<file path="src/rtl/mem_access_pkg.sv">
// Shared definitions for the unified memory-port access controller.
// Contents: controller state encoding, dm_size encodings, default
// byte-address width of the memory port.
package mem_access_pkg;

  localparam int DEF_ADDR_W = 12;

  typedef enum logic {
    S_FETCH = 1'b0,
    S_DATA  = 1'b1
  } state_t;

  localparam logic [1:0] SZ_BYTE = 2'b00;
  localparam logic [1:0] SZ_HALF = 2'b01;
  localparam logic [1:0] SZ_WORD = 2'b10;
  localparam logic [1:0] SZ_ILL  = 2'b11;

endpackage

</file>
<file path="src/rtl/mem_align_check.sv">
// Combinational alignment check for a load/store request.
// Ports:
//   size    - access size (SZ_BYTE/SZ_HALF/SZ_WORD/SZ_ILL)
//   addr_lo - two least significant byte-address bits
//   legal   - 1 when the request may be issued to memory
module mem_align_check
  import mem_access_pkg::*;
(
  input  logic [1:0] size,
  input  logic [1:0] addr_lo,
  output logic       legal
);

  always_comb begin
    legal = 1'b0;
    case (size)
      SZ_BYTE: legal = 1'b1;
      SZ_HALF: legal = (addr_lo[0] == 1'b0);
      SZ_WORD: legal = (addr_lo == 2'b00);
      default: legal = 1'b0;
    endcase
  end

endmodule

</file>
<file path="src/rtl/mem_access_ctrl.sv">
// Single-port memory access controller: arbitrates instruction fetch and
// load/store traffic onto one byte-addressable memory port.
// Ports:
//   clk, rst (async, active-low)
//   IF side : if_req, if_addr -> if_instr, if_valid, if_stall
//   MEM side: dm_req, dm_we, dm_size, dm_unsigned, dm_addr, dm_wdata
//             -> dm_ready, dm_rdata, dm_done, dm_err
//   stall_cnt: saturating count of cycles in which IF is stalled
//   Memory  : MemRead, MemWrite, Byte, HalfWord, ZeroExtention, addr,
//             data_in (combinational) and mem_rdata (combinational return)
module mem_access_ctrl
  import mem_access_pkg::*;
#(
  parameter int ADDR_W = DEF_ADDR_W,
  parameter int CNT_W  = 16
) (
  input  logic              clk,
  input  logic              rst,
  input  logic              if_req,
  input  logic [ADDR_W-1:0] if_addr,
  output logic [31:0]       if_instr,
  output logic              if_valid,
  output logic              if_stall,
  input  logic              dm_req,
  input  logic              dm_we,
  input  logic [1:0]        dm_size,
  input  logic              dm_unsigned,
  input  logic [ADDR_W-1:0] dm_addr,
  input  logic [31:0]       dm_wdata,
  output logic              dm_ready,
  output logic [31:0]       dm_rdata,
  output logic              dm_done,
  output logic              dm_err,
  output logic [CNT_W-1:0]  stall_cnt,
  output logic              MemRead,
  output logic              MemWrite,
  output logic              Byte,
  output logic              HalfWord,
  output logic              ZeroExtention,
  output logic [ADDR_W-1:0] addr,
  output logic [31:0]       data_in,
  input  logic [31:0]       mem_rdata
);

  state_t              state, state_nxt;
  logic                dm_legal;
  logic                accept;

  logic                lat_we_p1;
  logic [1:0]          lat_size_p1;
  logic                lat_uns_p1;
  logic [ADDR_W-1:0]   lat_addr_p1;
  logic [31:0]         lat_wdata_p1;

  function automatic logic [CNT_W-1:0] sat_inc(input logic [CNT_W-1:0] v);
    if (&v) return v;
    return v + {{(CNT_W-1){1'b0}}, 1'b1};
  endfunction

  mem_align_check u_align (
    .size    (dm_size),
    .addr_lo (dm_addr[1:0]),
    .legal   (dm_legal)
  );

  // Fetch has priority in S_FETCH; an accepted data access takes the port
  // for exactly one cycle, which guarantees fetch progress between accesses.
  always_comb begin
    state_nxt = state;
    accept    = 1'b0;
    case (state)
      S_FETCH: begin
        if (dm_req && dm_legal) begin
          accept    = 1'b1;
          state_nxt = S_DATA;
        end
      end
      S_DATA:  state_nxt = S_FETCH;
      default: state_nxt = S_FETCH;
    endcase
  end

  assign dm_ready = (state == S_FETCH);
  assign if_stall = (state == S_DATA);

  // Memory port controls, combinational from state and the latched request.
  // MemWrite is also gated by rst so a store in flight never commits once
  // reset asserts, independent of how the state flop settles.
  always_comb begin
    addr          = if_addr;
    data_in       = lat_wdata_p1;
    MemRead       = 1'b0;
    MemWrite      = 1'b0;
    Byte          = 1'b0;
    HalfWord      = 1'b0;
    ZeroExtention = 1'b0;
    if (state == S_DATA) begin
      addr          = lat_addr_p1;
      Byte          = (lat_size_p1 == SZ_BYTE);
      HalfWord      = (lat_size_p1 == SZ_HALF);
      ZeroExtention = lat_uns_p1;
      MemRead       = ~lat_we_p1;
      MemWrite      = lat_we_p1 & rst;
    end else if (if_req) begin
      MemRead = 1'b1;
    end
  end

  // p0 -> p1: request acceptance / fetch capture; p1 -> p2: data completion
  always_ff @(posedge clk or negedge rst) begin
    if (!rst) begin
      state        <= S_FETCH;
      if_instr     <= '0;
      if_valid     <= 1'b0;
      dm_rdata     <= '0;
      dm_done      <= 1'b0;
      dm_err       <= 1'b0;
      stall_cnt    <= '0;
      lat_we_p1    <= 1'b0;
      lat_size_p1  <= SZ_BYTE;
      lat_uns_p1   <= 1'b0;
      lat_addr_p1  <= '0;
      lat_wdata_p1 <= '0;
    end else begin
      state    <= state_nxt;
      if_valid <= (state == S_FETCH) && if_req;
      dm_err   <= (state == S_FETCH) && dm_req && !dm_legal;
      dm_done  <= (state == S_DATA);
      if ((state == S_FETCH) && if_req) if_instr <= mem_rdata;
      if ((state == S_DATA) && !lat_we_p1) dm_rdata <= mem_rdata;
      if (state == S_DATA) stall_cnt <= sat_inc(stall_cnt);
      if (accept) begin
        lat_we_p1    <= dm_we;
        lat_size_p1  <= dm_size;
        lat_uns_p1   <= dm_unsigned;
        lat_addr_p1  <= dm_addr;
        lat_wdata_p1 <= dm_wdata;
      end
    end
  end

endmodule

</file>
<file path="config.mk">
export PLATFORM = sky130hd
export DESIGN_NAME = mem_access_ctrl
export DESIGN_NICKNAME = d
export VERILOG_FILES = /design/src/rtl/mem_access_pkg.sv /design/src/rtl/mem_align_check.sv /design/src/rtl/mem_access_ctrl.sv
export SDC_FILE = /design/constraint.sdc
export NUM_CORES = 1
export LEC_CHECK = 0
export ABC_AREA = 1
export CORE_MARGIN = 1
export CORE_UTILIZATION = 43
export DETAILED_ROUTE_END_ITERATION = 8
export GPL_ROUTABILITY_DRIVEN = 1
export PLACE_DENSITY = 0.83
export SYNTH_ARGS = -nofsm -noshare
export SYNTH_HDL_FRONTEND = slang
export SYNTH_SLANG_ARGS = --single-unit
</file>
<file path="constraint.sdc">
create_clock -name clk -period 1.9 [get_ports clk]
set_clock_uncertainty 0.15 [all_clocks]
set_input_delay 0.57 -clock clk [delete_from_list [all_inputs] [get_ports clk]]
set_output_delay 0.57 -clock clk [all_outputs]
set_load 0.01 [all_outputs]
</file>
* Word-level counts from Yosys, hierarchy flattened
Index checks and enable logic that the tools add are counted. Widths: inputs -> output; s select.
Storage, ports and cells: bits of input ports 96, register bits after elaboration 132
Cells by class: reduce and logical (&&, ||, !) cells 12, equal/unequal tests 4, $add $sub $neg 1, bitwise logic cells 4, multiplexer cells 14
Operator list (number):
- $add 16x1->16 const B | 1
- $mux 16 | 1
- $reduce_and 16->1 | 1
- $mux 12 | 1
- $mux 1 | 10
- $logic_not 2->1 | 3
- $logic_and 1x1->1 | 5
- $eq 2x1->1 const B | 2
- $not 1->1 | 3
- $pmux 1 s3 | 1
- $eq 2x2->1 const B | 1
- $logic_not 1->1 | 2
- $ne 2x2->1 const B | 1
- $pmux 1 s2 | 1
- $reduce_and 2->1 | 1
- $and 1x1->1 | 1

* Logic depth before layout (Yosys ltp)
word-level depth 5, gate-level depth with buffers 9

* Modules after synthesis
Synthesis repeated with hierarchy kept, for this count alone.
Unflattened totals: cells, all modules 638, area total of the unflattened synthesis 5526.6 µm²
By module, submodules not included:
- mem_access_ctrl | seq. area each 3303.2 µm², times used 1, area each 5500.3 µm², cells each 631
- mem_align_check | seq. area each 0.0 µm², times used 1, area each 26.3 µm², cells each 7

* Worst setup path before layout
Ideal clock, no wire load.
kind reg2out, start reg state (netlist: if_stall), end out addr[10], slack -11 ps, stages on the path, launching flop included 6, buffers on the path 2, required time 1180 ps, arrival time 1191 ps, path through dfrtp_1 buf_4 inv_4 clkbuf_1 nand2_1 nand2_1
Between the ends: longest elaborated chain between the ends 1
Ends and longest elaborated chain:
- from (decl) | line mem_access_ctrl.sv:45 | state_t state, state_nxt;
- from (signal assigned) | line mem_access_ctrl.sv:125 | state <= state_nxt;
- $mux 12 | line mem_access_ctrl.sv:97 | if (state == S_DATA) begin
- to (decl) | line mem_access_ctrl.sv:40 | output logic [ADDR_W-1:0] addr,
No other way between the ends.

* Worst setup path after layout
start reg state (netlist: if_stall), end out addr[8]
The elaborated chain is that of the path after synthesis.

==> results by group <==
Placed design
  – GPL Wtd Cong: 0.788
  – Hpwl dp: 10.0 mm
  – DP Worst Slack: -0.641 ns
  – Count of input and output buffers: 229
  – Placed instance count: 1034

Critical path
  – Critical path required time: 1.18 ns
  – Crit-path cells: buf_6, buf_4, nand2_2, nand2_1, buf_2
  – Setup crit end kind: output pin
  – Critical Path Max Stage Delay: 0.44 ns
  – Register-to-Register Setup Slack: 0.14 ns
  – Crit path DAT: 1.38 ns
  – Crit Path Max Fanout: 5
  – Crit path launch type: flip-flop
  – Slowest cell on crit path: dfrtp_2
  – Critical path class: flip-flop to output pin

Power and ir drop
  – Max rail drop VDD: 0.742 mV
  – Gate power share: 23.4%
  – Leakage: 0.00462 uW
  – Psw: 2670 uW
  – Sw frac: 28.7%
  – Int Pwr: 6650 uW
  – Part of the power in the clock network: 37.0%
  – Power per standard cell area: 1060 mW/mm2
  – Flop pwr share: 39.5%

STA
  – Fin Setup TNS: -2.87 ns
  – RSZ-0062 raised after global routing: true
  – Hold Slack: 0.268 ns
  – Fin crit share: 111%
  – Peak Freq: 475 MHz
  – Final Worst Setup Slack: -0.204 ns
  – Fin crit period: 2.10 ns
  – Worst slew pin tran: 0.914 ns
  – Slew Limit Fails: 0
  – Worst relative slew slack: 39.1%
  – Final hold violation count: 0
  – Finish-stage setup viols: 19

Layout
  – Non-filler cells, final: 1086
  – Nets: 1002
  – ANT cells: 0
  – Area growth from synthesis to layout: 60.4%
  – Layout Utilization: 71.8%
  – Share of layout cells above drive strength 1: 13.9%

Clock network
  – H-Tree Depth: 4
  – Clock root cell: clkbuf_16
  – CTS sink count: 132
  – Clk Latency, worst-skew pair: 0.41 ns
  – Clk slew on worst S/H paths: 0.06 ns
  – CTS tree: done
  – Bufs on Longest Clock Path: 2
  – Number of clock buffers inserted by TritonCTS: 17

Synthesis
  – Xor-xnor portion of the synthesized cell area: 0.961%
  – Post-synthesis register bit count: 132
  – YS warnings: 0
  – Synth Area in Compound Gates: 7.69%
  – Mapped Nets: 740
  – Synthesized area per cell: 8.50 um2
  – Post-synthesis mux area share: 0%
  – Main combinational cell family by area after synthesis: simple AND/OR/NAND/NOR gates
  – Synth unique cells: 25
  – Adder-cell share of the synthesized area: 0.229%
  – Synthesized instance count: 643
  – Cell Area, Synth: 0.00547 mm2
  – Sequential-to-total area share from yosys stat: 60.4%
  – Simple-gate share of the synthesized area: 24.4%

Route
  – Drt drc: 0
  – ANT nets after route: 0
  – Final WL: 14.8 mm
  – Initial DRC Count: 383
  – Via count: 5018
  – DR WL/cell: 13.6 um
  – Via density: 4.62
  – DRT Pass-1 Iters: 4

Status
  – Status: finished, violations left
  – Failing checks: negative setup slack

Global route
  – Global-route wire length before repair: 23.7 mm
  – Global route total overflow: 0
  – Antenna violations before repair: 0
  – All-layer global routing usage: 23.7%
  – Vias in the first global route: 4871
  – Pin count of the biggest net entering global routing: 74

Floorplanning
  – Row count: 40
  – Die width: 115 um
  – Core area: 0.0122 mm2
  – Starting Density: 44.8%
  – Chip Height: 115 um
  – I/O Pins: 230
  – Die ar.: 0.0132 mm2

Job
  – Max_cap viols: 0

Min path
  – Worst Hold Class: input pin to asynchronous set/reset pin
## sequential cells by signal, indices dropped and copies added, names as in the netlist
register	cells
data_in	32
dm_done	1
dm_err	1
dm_rdata	32
if_instr	32
if_stall	1
if_valid	1
lat_addr_p1	12
lat_size_p1	2
lat_uns_p1	1
lat_we_p1	1
stall_cnt	16
## metrics by stage
step	area (um2)	power, uW
after detailed placement	8050	6200
after global placement	8050	6130
after floorplan	5470	4600
after CTS	8650	9380
final	8770	9320
after global routing	8770	9810
## cell usage in the layout, fill, tap and decap left out, drive strengths merged, types with 3 or more instances in the layout
| cell | Yosys | final |
|---|---|---|
| o21ai | 81 | 81 |
| xnor2 | 4 | 4 |
| nand4 | 3 | 3 |
| nand3 | 7 | 7 |
| dfrtp | 132 | 132 |
| dlygate4sd2 | 0 | 114 |
| bufinv | 0 | 4 |
| buf | 16 | 62 |
| nand2 | 305 | 305 |
| clkbuf | 12 | 18 |
| inv | 54 | 58 |
| nor2 | 21 | 21 |
| clkinv | 0 | 4 |
| clkdlybuf4s50 | 0 | 94 |
## cells by family (layout without fill, tap and decap cells)
kind of cell / after synthesis / after routing
AND/OR/NAND/NOR: 341 / 341
flip-flops: 132 / 132
buffers and inverters: 82 / 357
AO/OA/AOI/OAI: 81 / 81
XOR/XNOR: 6 / 6
adder cells (fa/ha/maj): 1 / 1
## worst paths after layout
kind | startpoint | endpoint | cells past startpoint
max in group asynchronous | rst | stall_cnt[6] | 3
setup reg to reg | if_stall | if_instr[22] | 5
min in group clk | data_in[29] | data_in[29] | 2
hold reg to reg | data_in[29] | data_in[29] | 2
hold / removal | rst | if_instr[3] | 3
setup / recovery | if_stall | addr[8] | 5
## critical path, delay by kind of cell, from the launching register on
kind | cells | cell delay, ns
and+or+nand+nor | 2 | 0.11
DFF | 1 | 0.44
buffers and inverters | 3 | 0.41
## final cells by class
type / count / area, um2
inverters: 54 / 208
flip-flops and latches: 132 / 3310
clock buffers: 18 / 429
fillers: 988 / 3440
well taps: 168 / 210
repair buffers: 271 / 2510
clock inverters: 14 / 198
multi-input cells: 429 / 1910
## cells in the mapped netlist (all sizes together)
cell type    n  area [um2]
nand3        7        40.0
dfrtp      132        3300
ha           1        12.5
xor2         2        17.5
nand2      305        1150
nor3         2        10.0
nand3b       2        15.0
buf         16        95.1
nor3b        1        7.51
inv         54         205
o21ai       81         420
nand4        3        18.8
xnor2        4        35.0
nor2        21        86.3
clkbuf      12        45.0
## repair_timing
item,4_1_cts,5_1_grt
endpoints found under the setup margin,143,37
pin swaps,1,10
hold buffers,0,0
resized for setup,219,18
buffers inserted,16,5
## power by group through the flow
stage          logic, uW  registers [uW]  clock network (uW)
6_report            2180            3680                3450
5_1_grt             2410            3750                3650
4_1_cts             2180            3680                3510
3_5_place_dp        2470            3730                   0
3_3_place_gp        2420            3710                   0
2_1_floorplan        642            3960                   0
## metal layers
layer	vias up	global-route usage, %	wire [um]
met1	2320	27.8	5910
met3	22	8.96	1200
met2	168	39.4	7400
met4	0	9.61	297
li1	2508	-	-
met5	-	0	0
Note: power is estimated with default switching activity, not from simulation.
